===== src/rtl/mem_ctrl_pkg.sv =====
// mem_ctrl_pkg: shared FSM states, funct3 load/store widths and default timeout for the MEM-stage controller.
package mem_ctrl_pkg;
  typedef enum logic [1:0] {IDLE, REQ, DONE} state_e;
  localparam logic [2:0] F3_B  = 3'b000;
  localparam logic [2:0] F3_H  = 3'b001;
  localparam logic [2:0] F3_W  = 3'b010;
  localparam logic [2:0] F3_BU = 3'b100;
  localparam logic [2:0] F3_HU = 3'b101;
  localparam int TIMEOUT_CYCLES_DEF = 64;
endpackage


===== src/rtl/mem_lane_align.sv =====
// mem_lane_align: combinational byte-enable/store-lane generation, misalignment detect and load extraction/extension.
module mem_lane_align
  import mem_ctrl_pkg::*;
(
  input  logic [2:0]  req_f3_i,
  input  logic [1:0]  req_off_i,
  input  logic [31:0] req_data_i,
  output logic [3:0]  be_o,
  output logic [31:0] wdata_o,
  output logic        misalign_o,
  input  logic [2:0]  ld_f3_i,
  input  logic [1:0]  ld_off_i,
  input  logic [31:0] ld_word_i,
  output logic [31:0] ld_data_o
);
  logic req_b, req_h;
  logic [7:0] byte_v;
  logic [15:0] half_v;
  assign req_b = (req_f3_i == F3_B) || (req_f3_i == F3_BU);
  assign req_h = (req_f3_i == F3_H) || (req_f3_i == F3_HU);
  assign be_o = req_b ? (4'b0001 << req_off_i) : req_h ? (req_off_i[1] ? 4'b1100 : 4'b0011) : 4'b1111;
  // Replicating the operand places it in whichever lane the byte enables select.
  assign wdata_o = req_b ? {4{req_data_i[7:0]}} : req_h ? {2{req_data_i[15:0]}} : req_data_i;
  assign misalign_o = req_b ? 1'b0 : req_h ? req_off_i[0] : |req_off_i;
  assign byte_v = ld_word_i[8*ld_off_i +: 8];
  assign half_v = ld_off_i[1] ? ld_word_i[31:16] : ld_word_i[15:0];
  assign ld_data_o = (ld_f3_i == F3_B)  ? {{24{byte_v[7]}}, byte_v} :
                     (ld_f3_i == F3_BU) ? {24'h0, byte_v} :
                     (ld_f3_i == F3_H)  ? {{16{half_v[15]}}, half_v} :
                     (ld_f3_i == F3_HU) ? {16'h0, half_v} : ld_word_i;
endmodule


===== src/rtl/mem_access_ctrl.sv =====
// mem_access_ctrl: MEM-stage request/ready controller that stalls the front pipeline during data accesses.
// Define MEM_TIMEOUT_EN to abort requests that see no ready within TIMEOUT_CYCLES REQ cycles.
module mem_access_ctrl
  import mem_ctrl_pkg::*;
#(
  parameter int TIMEOUT_CYCLES = TIMEOUT_CYCLES_DEF
) (
  input  logic        clk_i,
  input  logic        rst_i,
  input  logic        MemRead_i,
  input  logic        MemWrite_i,
  input  logic [31:0] ALUResult_i,
  input  logic [31:0] RDData_i,
  input  logic [31:0] instr_i,
  output logic        Stall_o,
  output logic        mem_req_o,
  output logic        mem_we_o,
  output logic [31:0] mem_addr_o,
  output logic [31:0] mem_wdata_o,
  output logic [3:0]  mem_be_o,
  input  logic        mem_ready_i,
  input  logic [31:0] mem_rdata_i,
  output logic [31:0] rdata_o,
  output logic        rdata_valid_o,
  output logic        misalign_o,
  output logic        err_o
);
  state_e state_q, state_d;
  logic access, mis_c, to;
  logic we_q, we_d;
  logic [31:0] addr_q, addr_d, wdata_q, wdata_d, rdata_q, rdata_d, wdata_c, ld_c;
  logic [3:0] be_q, be_d, be_c;
  logic [2:0] f3_q, f3_d;
  logic [1:0] off_q, off_d;
  logic rvalid_q, rvalid_d, mis_q, mis_d, err_q, err_d;
  logic unused_instr;
  assign unused_instr = ^{instr_i[31:15], instr_i[11:0]};
  assign access = MemRead_i | MemWrite_i;

  mem_lane_align u_align (
    .req_f3_i   (instr_i[14:12]),
    .req_off_i  (ALUResult_i[1:0]),
    .req_data_i (RDData_i),
    .be_o       (be_c),
    .wdata_o    (wdata_c),
    .misalign_o (mis_c),
    .ld_f3_i    (f3_q),
    .ld_off_i   (off_q),
    .ld_word_i  (mem_rdata_i),
    .ld_data_o  (ld_c)
  );

`ifdef MEM_TIMEOUT_EN
  logic [15:0] cnt_q;
  assign to = (cnt_q == 16'(TIMEOUT_CYCLES - 1));
  // Held at zero outside REQ, so it is already clear on entry to REQ.
  always_ff @(posedge clk_i) begin
    if (rst_i) cnt_q <= '0;
    else cnt_q <= (state_q == REQ) ? cnt_q + 16'd1 : '0;
  end
`else
  localparam int unused_timeout = TIMEOUT_CYCLES;
  assign to = 1'b0;
`endif

  always_comb begin
    state_d  = state_q;
    we_d     = we_q;
    addr_d   = addr_q;
    wdata_d  = wdata_q;
    be_d     = be_q;
    f3_d     = f3_q;
    off_d    = off_q;
    rdata_d  = rdata_q;
    rvalid_d = 1'b0;
    mis_d    = 1'b0;
    err_d    = 1'b0;
    if (state_q == IDLE && access) begin
      state_d = mis_c ? DONE : REQ;
      mis_d   = mis_c;
      if (mis_c) rdata_d = MemWrite_i ? rdata_q : '0;
      else begin
        we_d    = MemWrite_i;
        addr_d  = {ALUResult_i[31:2], 2'b00};
        wdata_d = wdata_c;
        be_d    = be_c;
        f3_d    = instr_i[14:12];
        off_d   = ALUResult_i[1:0];
      end
    end else if (state_q == REQ) begin
      if (mem_ready_i) begin
        state_d  = DONE;
        rdata_d  = we_q ? rdata_q : ld_c;
        rvalid_d = !we_q;
      end else if (to) begin
        state_d = DONE;
        rdata_d = '0;
        err_d   = 1'b1;
      end
    end else if (state_q == DONE) state_d = IDLE;
  end

  always_ff @(posedge clk_i) begin
    if (rst_i) begin
      state_q  <= IDLE;
      we_q     <= 1'b0;
      addr_q   <= '0;
      wdata_q  <= '0;
      be_q     <= '0;
      f3_q     <= '0;
      off_q    <= '0;
      rdata_q  <= '0;
      rvalid_q <= 1'b0;
      mis_q    <= 1'b0;
      err_q    <= 1'b0;
    end else begin
      state_q  <= state_d;
      we_q     <= we_d;
      addr_q   <= addr_d;
      wdata_q  <= wdata_d;
      be_q     <= be_d;
      f3_q     <= f3_d;
      off_q    <= off_d;
      rdata_q  <= rdata_d;
      rvalid_q <= rvalid_d;
      mis_q    <= mis_d;
      err_q    <= err_d;
    end
  end

  assign Stall_o       = (state_q == REQ) || (state_q == IDLE && access);
  assign mem_req_o     = (state_q == REQ);
  assign mem_we_o      = we_q;
  assign mem_addr_o    = addr_q;
  assign mem_wdata_o   = wdata_q;
  assign mem_be_o      = be_q;
  assign rdata_o       = rdata_q;
  assign rdata_valid_o = rvalid_q;
  assign misalign_o    = mis_q;
  assign err_o         = err_q;
endmodule


===== config.mk =====
export PLATFORM = sky130hd
export DESIGN_NAME = mem_access_ctrl
export DESIGN_NICKNAME = d
export VERILOG_FILES = /design/src/rtl/mem_ctrl_pkg.sv /design/src/rtl/mem_lane_align.sv /design/src/rtl/mem_access_ctrl.sv
export SDC_FILE = /design/constraint.sdc
export NUM_CORES = 1
export LEC_CHECK = 0
export ABC_AREA = 0
export BUFFER_PORTS_ARGS = -buffer_cell sky130_fd_sc_hd__buf_2
export CORE_ASPECT_RATIO = 1.1
export CORE_MARGIN = 10
export CORE_UTILIZATION = 25
export DETAILED_ROUTE_END_ITERATION = 16
export GPL_TIMING_DRIVEN = 0
export HOLD_SLACK_MARGIN = 0.08
export PLACE_DENSITY = 0.54
export REMOVE_ABC_BUFFERS = 1
export SYNTH_ARGS = -nofsm -noshare
export SYNTH_HDL_FRONTEND = slang
export SYNTH_HIERARCHICAL = 1
export SYNTH_SLANG_ARGS = --single-unit
export TNS_END_PERCENT = 1

===== constraint.sdc =====
create_clock -name clk_i -period 2.3 [get_ports clk_i]
set_input_delay 0.23 -clock clk_i [delete_from_list [all_inputs] [get_ports clk_i]]
set_output_delay 0.23 -clock clk_i [all_outputs]
set_load 0.01 [all_outputs]

==> impl_metrics.toml <==
[drt]
drtAntennaViolNets = 0
drtIter0Drc = 221
totalWireLength_mm = 17.8
vias_per_cell = 4.67
first_pass_iters = 4
drc = 0
dr_total_vias = 5021
post_drt_wl_per_cell_um = 16.5

[sta]
setup_viol = 0
slew_violations = 0
rsz0062_at_grt = "yes"
setup_slack_ps = 233
tightest_slew_ps = 920
max_freq_ghz = 0.484
final.min_clock_period_ps = 2070
finClkSkew_ps = 8.64
hold_violations = 0
fin_crit_sh_pct = 89.9
max_slew_margin_pct = 38.2

[floorplanning]
fp.dieW_um = 157
initial_core_util_pct = 25.7
num_io_pins = 239
core_um2 = 20000
dieHeight_um = 170
die_area_um2 = 26700
rows = 54

[power_and_ir_drop]
p_leak_nw = 2.98
power_density_nw_per_um2 = 699
ir_worst_vdd_mv = 0.320

[worst_setup_path]
crit_type = "reg -> reg"
start_kind = "flip-flop"
critical_path_depth = 5
cp_slowest_stage_delay_ps = 790
crit_family = "flip-flops"
ff2ff_setup_slack_ps = 230
r2r_end = "rdata_o[17]"
cp_data_arrival_time_ps = 2350
crit_path_max_fanout = 16
cp-end-kind = "flip-flop"
cp-endpoint = "rdata_o[17]"
r2r_cells = 5
startpoint = "off_q[0]"
worst-path-buf-inv = 0
crit_required_ps = 2580
reg2reg_from = "off_q[0]"
path_cells = "o21bai_1 > nor3b_4 > a211o_1 > nand2_1 > o21ai_0"
slowest_stage = "dfxtp_1"

[outcome]
outcome = "finished, final reports clean"

[job]
max_cap_violations = 0

[place]
portBuffers = 206
dpl.hpwl_mm = 12.4
place_inst = 1047
placed_area_um2 = 6270
dp_slack_ps = -279
globalplace.congestion = 0.764

[global_route]
overflow = 0
grt_max_degree = 61
grt_pass1_vias = 5029
antenna_found_initial = 1
grt_util_all_layers_pct = 12.9
grt_first_pass_wirelength_mm = 27.7

[finish]
final_common_cell = "nand2_1"
layout_common_cells = "nand2_1, buf_2, dfxtp_1"
fin_area_um2 = 6690
fill_cells = 2161
drive_gt1_share_pct = 30.2
area_growth_pct = 30.4
stdcell_count = 1075
layout.nets = 950

[cts]
clk_pin_slew_worst_paths_ps = 80
cts_tree = "yes"
clock_sinks = 108
cts_buffers = 9
cts_buffer_depth = 2
post_cts_buffers = 0
root_buffer = "clkbuf_16"
htree_num_levels = 3
insertion_delay_ps = 360

[synthesis]
syn_inst = 644
yosysUniqueCellTypes = 38
yosysWarnings = 6
ys_seq_area_share_pct = 42.1
ys_ff_latch = 108
synth.avg_cell_area_um2 = 7.97
netlist_area_um2 = 5130

[min_path]
min_path_type = "in -> reg"
==> layout make-up <==
cell class,instances,area [µm²],area share (%)
tap,252,315,4.71
inverter,2,7.51,0.112
antenna,1,2.50,0.0374
timing repair buffer,222,1250,18.7
sequential,108,2160,32.3
clock buffer,9,225,3.37
multi-input combinational,474,2660,39.7
clock inverter,7,67.6,1.01
==> kinds of logic (layout without fill, tap and decap cells) <==
family	count (synthesis)	in the layout	synth area share [%]
muxes	36	36	9.31
buffers and inverters	65	240	7.02
other	1	4	0.0731
AOI/OAI and AO/OA	158	159	18.0
and+or+nand+nor	276	276	23.5
DFF	108	108	42.1
==> cell usage after synthesis <==
| cell | n | area (µm²) |
|---|---|---|
| nor3_2 | 1 | 10.0 |
| a31oi_1 | 7 | 43.8 |
| and4bb_1 | 1 | 12.5 |
| inv_1 | 2 | 7.51 |
| a21o_1 | 2 | 15.0 |
| buf_6 | 6 | 67.6 |
| nor3b_4 | 1 | 18.8 |
| a32oi_1 | 8 | 70.1 |
| nor2b_1 | 2 | 12.5 |
| mux4_2 | 7 | 158 |
| a21oi_1 | 75 | 375 |
| mux2_1 | 16 | 180 |
| nand3b_1 | 2 | 15.0 |
| nand2_1 | 213 | 800 |
| nor4b_1 | 1 | 8.76 |
| o31ai_1 | 1 | 7.51 |
| mux2_4 | 2 | 30.0 |
| mux2i_1 | 11 | 110 |
| a21oi_4 | 1 | 16.3 |
| a211o_1 | 16 | 140 |
| nor3_1 | 1 | 5.00 |
| o21bai_1 | 3 | 22.5 |
| dfxtp_1 | 108 | 2160 |
| a22oi_1 | 1 | 7.51 |
| buf_2 | 21 | 105 |
| a21oi_2 | 1 | 8.76 |
| conb_1 | 1 | 3.75 |
| or4b_4 | 1 | 13.8 |
| nor2_1 | 17 | 63.8 |
| nand2b_1 | 33 | 206 |
| or2_1 | 1 | 6.26 |
| and3b_1 | 1 | 8.76 |
| o21ai_0 | 28 | 140 |
| buf_4 | 12 | 90.1 |
| clkbuf_1 | 23 | 86.3 |
| o21ai_1 | 15 | 75.1 |
| buf_1 | 1 | 3.75 |
| nor4b_4 | 1 | 23.8 |
==> tightest hold or removal path, cell delays in order <==
cell     delay, ps
buf_2           90
nand2_1         40
a21oi_1         50
==> flip-flops by register name, summed over array words and instances (netlist names) <==
signal,count
f3_q,3
rdata_o,32
mem_addr_o,30
mem_we_o,1
state_q,2
mem_be_o,4
off_q,2
misalign_o,1
rdata_valid_o,1
mem_wdata_o,32
==> worst min-delay path by stage <==
| stage | startpoint | end | slack (ps) | depth (start not counted) |
|---|---|---|---|---|
| 2_1_floorplan | rst_i | f3_q[0] | 300 | 1 |
| 3_3_place_gp | mem_wdata_o[2] | mem_wdata_o[2] | 440 | 2 |
| 3_5_place_dp | mem_wdata_o[21] | mem_wdata_o[21] | 440 | 2 |
| 4_1_cts | ALUResult_i[21] | mem_addr_o[21] | 80 | 3 |
| 5_1_grt | ALUResult_i[12] | mem_addr_o[12] | 90 | 3 |
| 6_report | ALUResult_i[11] | mem_addr_o[11] | 100 | 3 |
==> metrics by stage <==
| step | setup TNS (ps) | total power [mW] | utilization, % | hold WS (ps) |
|---|---|---|---|---|
| 5_1_grt | 0 | 4.99 | 33.5 | 86.0 |
| 3_5_place_dp | -17320 | 3.15 | 31.4 | 443 |
| 4_1_cts | 0 | 4.77 | 33.3 | 80.1 |
| 6_report | 0 | 4.68 | 33.5 | 102 |
| 2_1_floorplan | -70780 | 2.67 | - | 299 |
| 3_3_place_gp | -257770 | 3.11 | 30.7 | 439 |
==> power by group <==
part           total, mW  leakage, nW  internal, mW  switching [mW]
clock network       1.56        0.142         0.765           0.793
logic               1.02         1.96         0.441           0.583
registers           2.09        0.882          2.00          0.0938
total               4.68         2.98          3.21            1.47
==> per-layer routing <==
metal | global-route usage, % | vias to the layer above | part of all wire, %
met4 | 2.92 | 0 | 1.1
li1 | - | 2498 | -
met3 | 7.31 | 12 | 13
met5 | 0 | - | 0
met2 | 19.8 | 186 | 44
met1 | 15.3 | 2325 | 42
==> repair_timing <==
action	4_1_cts	5_1_grt
gates cloned	0	1
endpoints found under the setup margin	1	71
hold buffers	9	1
resized for setup	1	4
hold endpoints to repair	9	1
pin swaps	0	1
No activity file was read; power rests on OpenSTA's default activity.
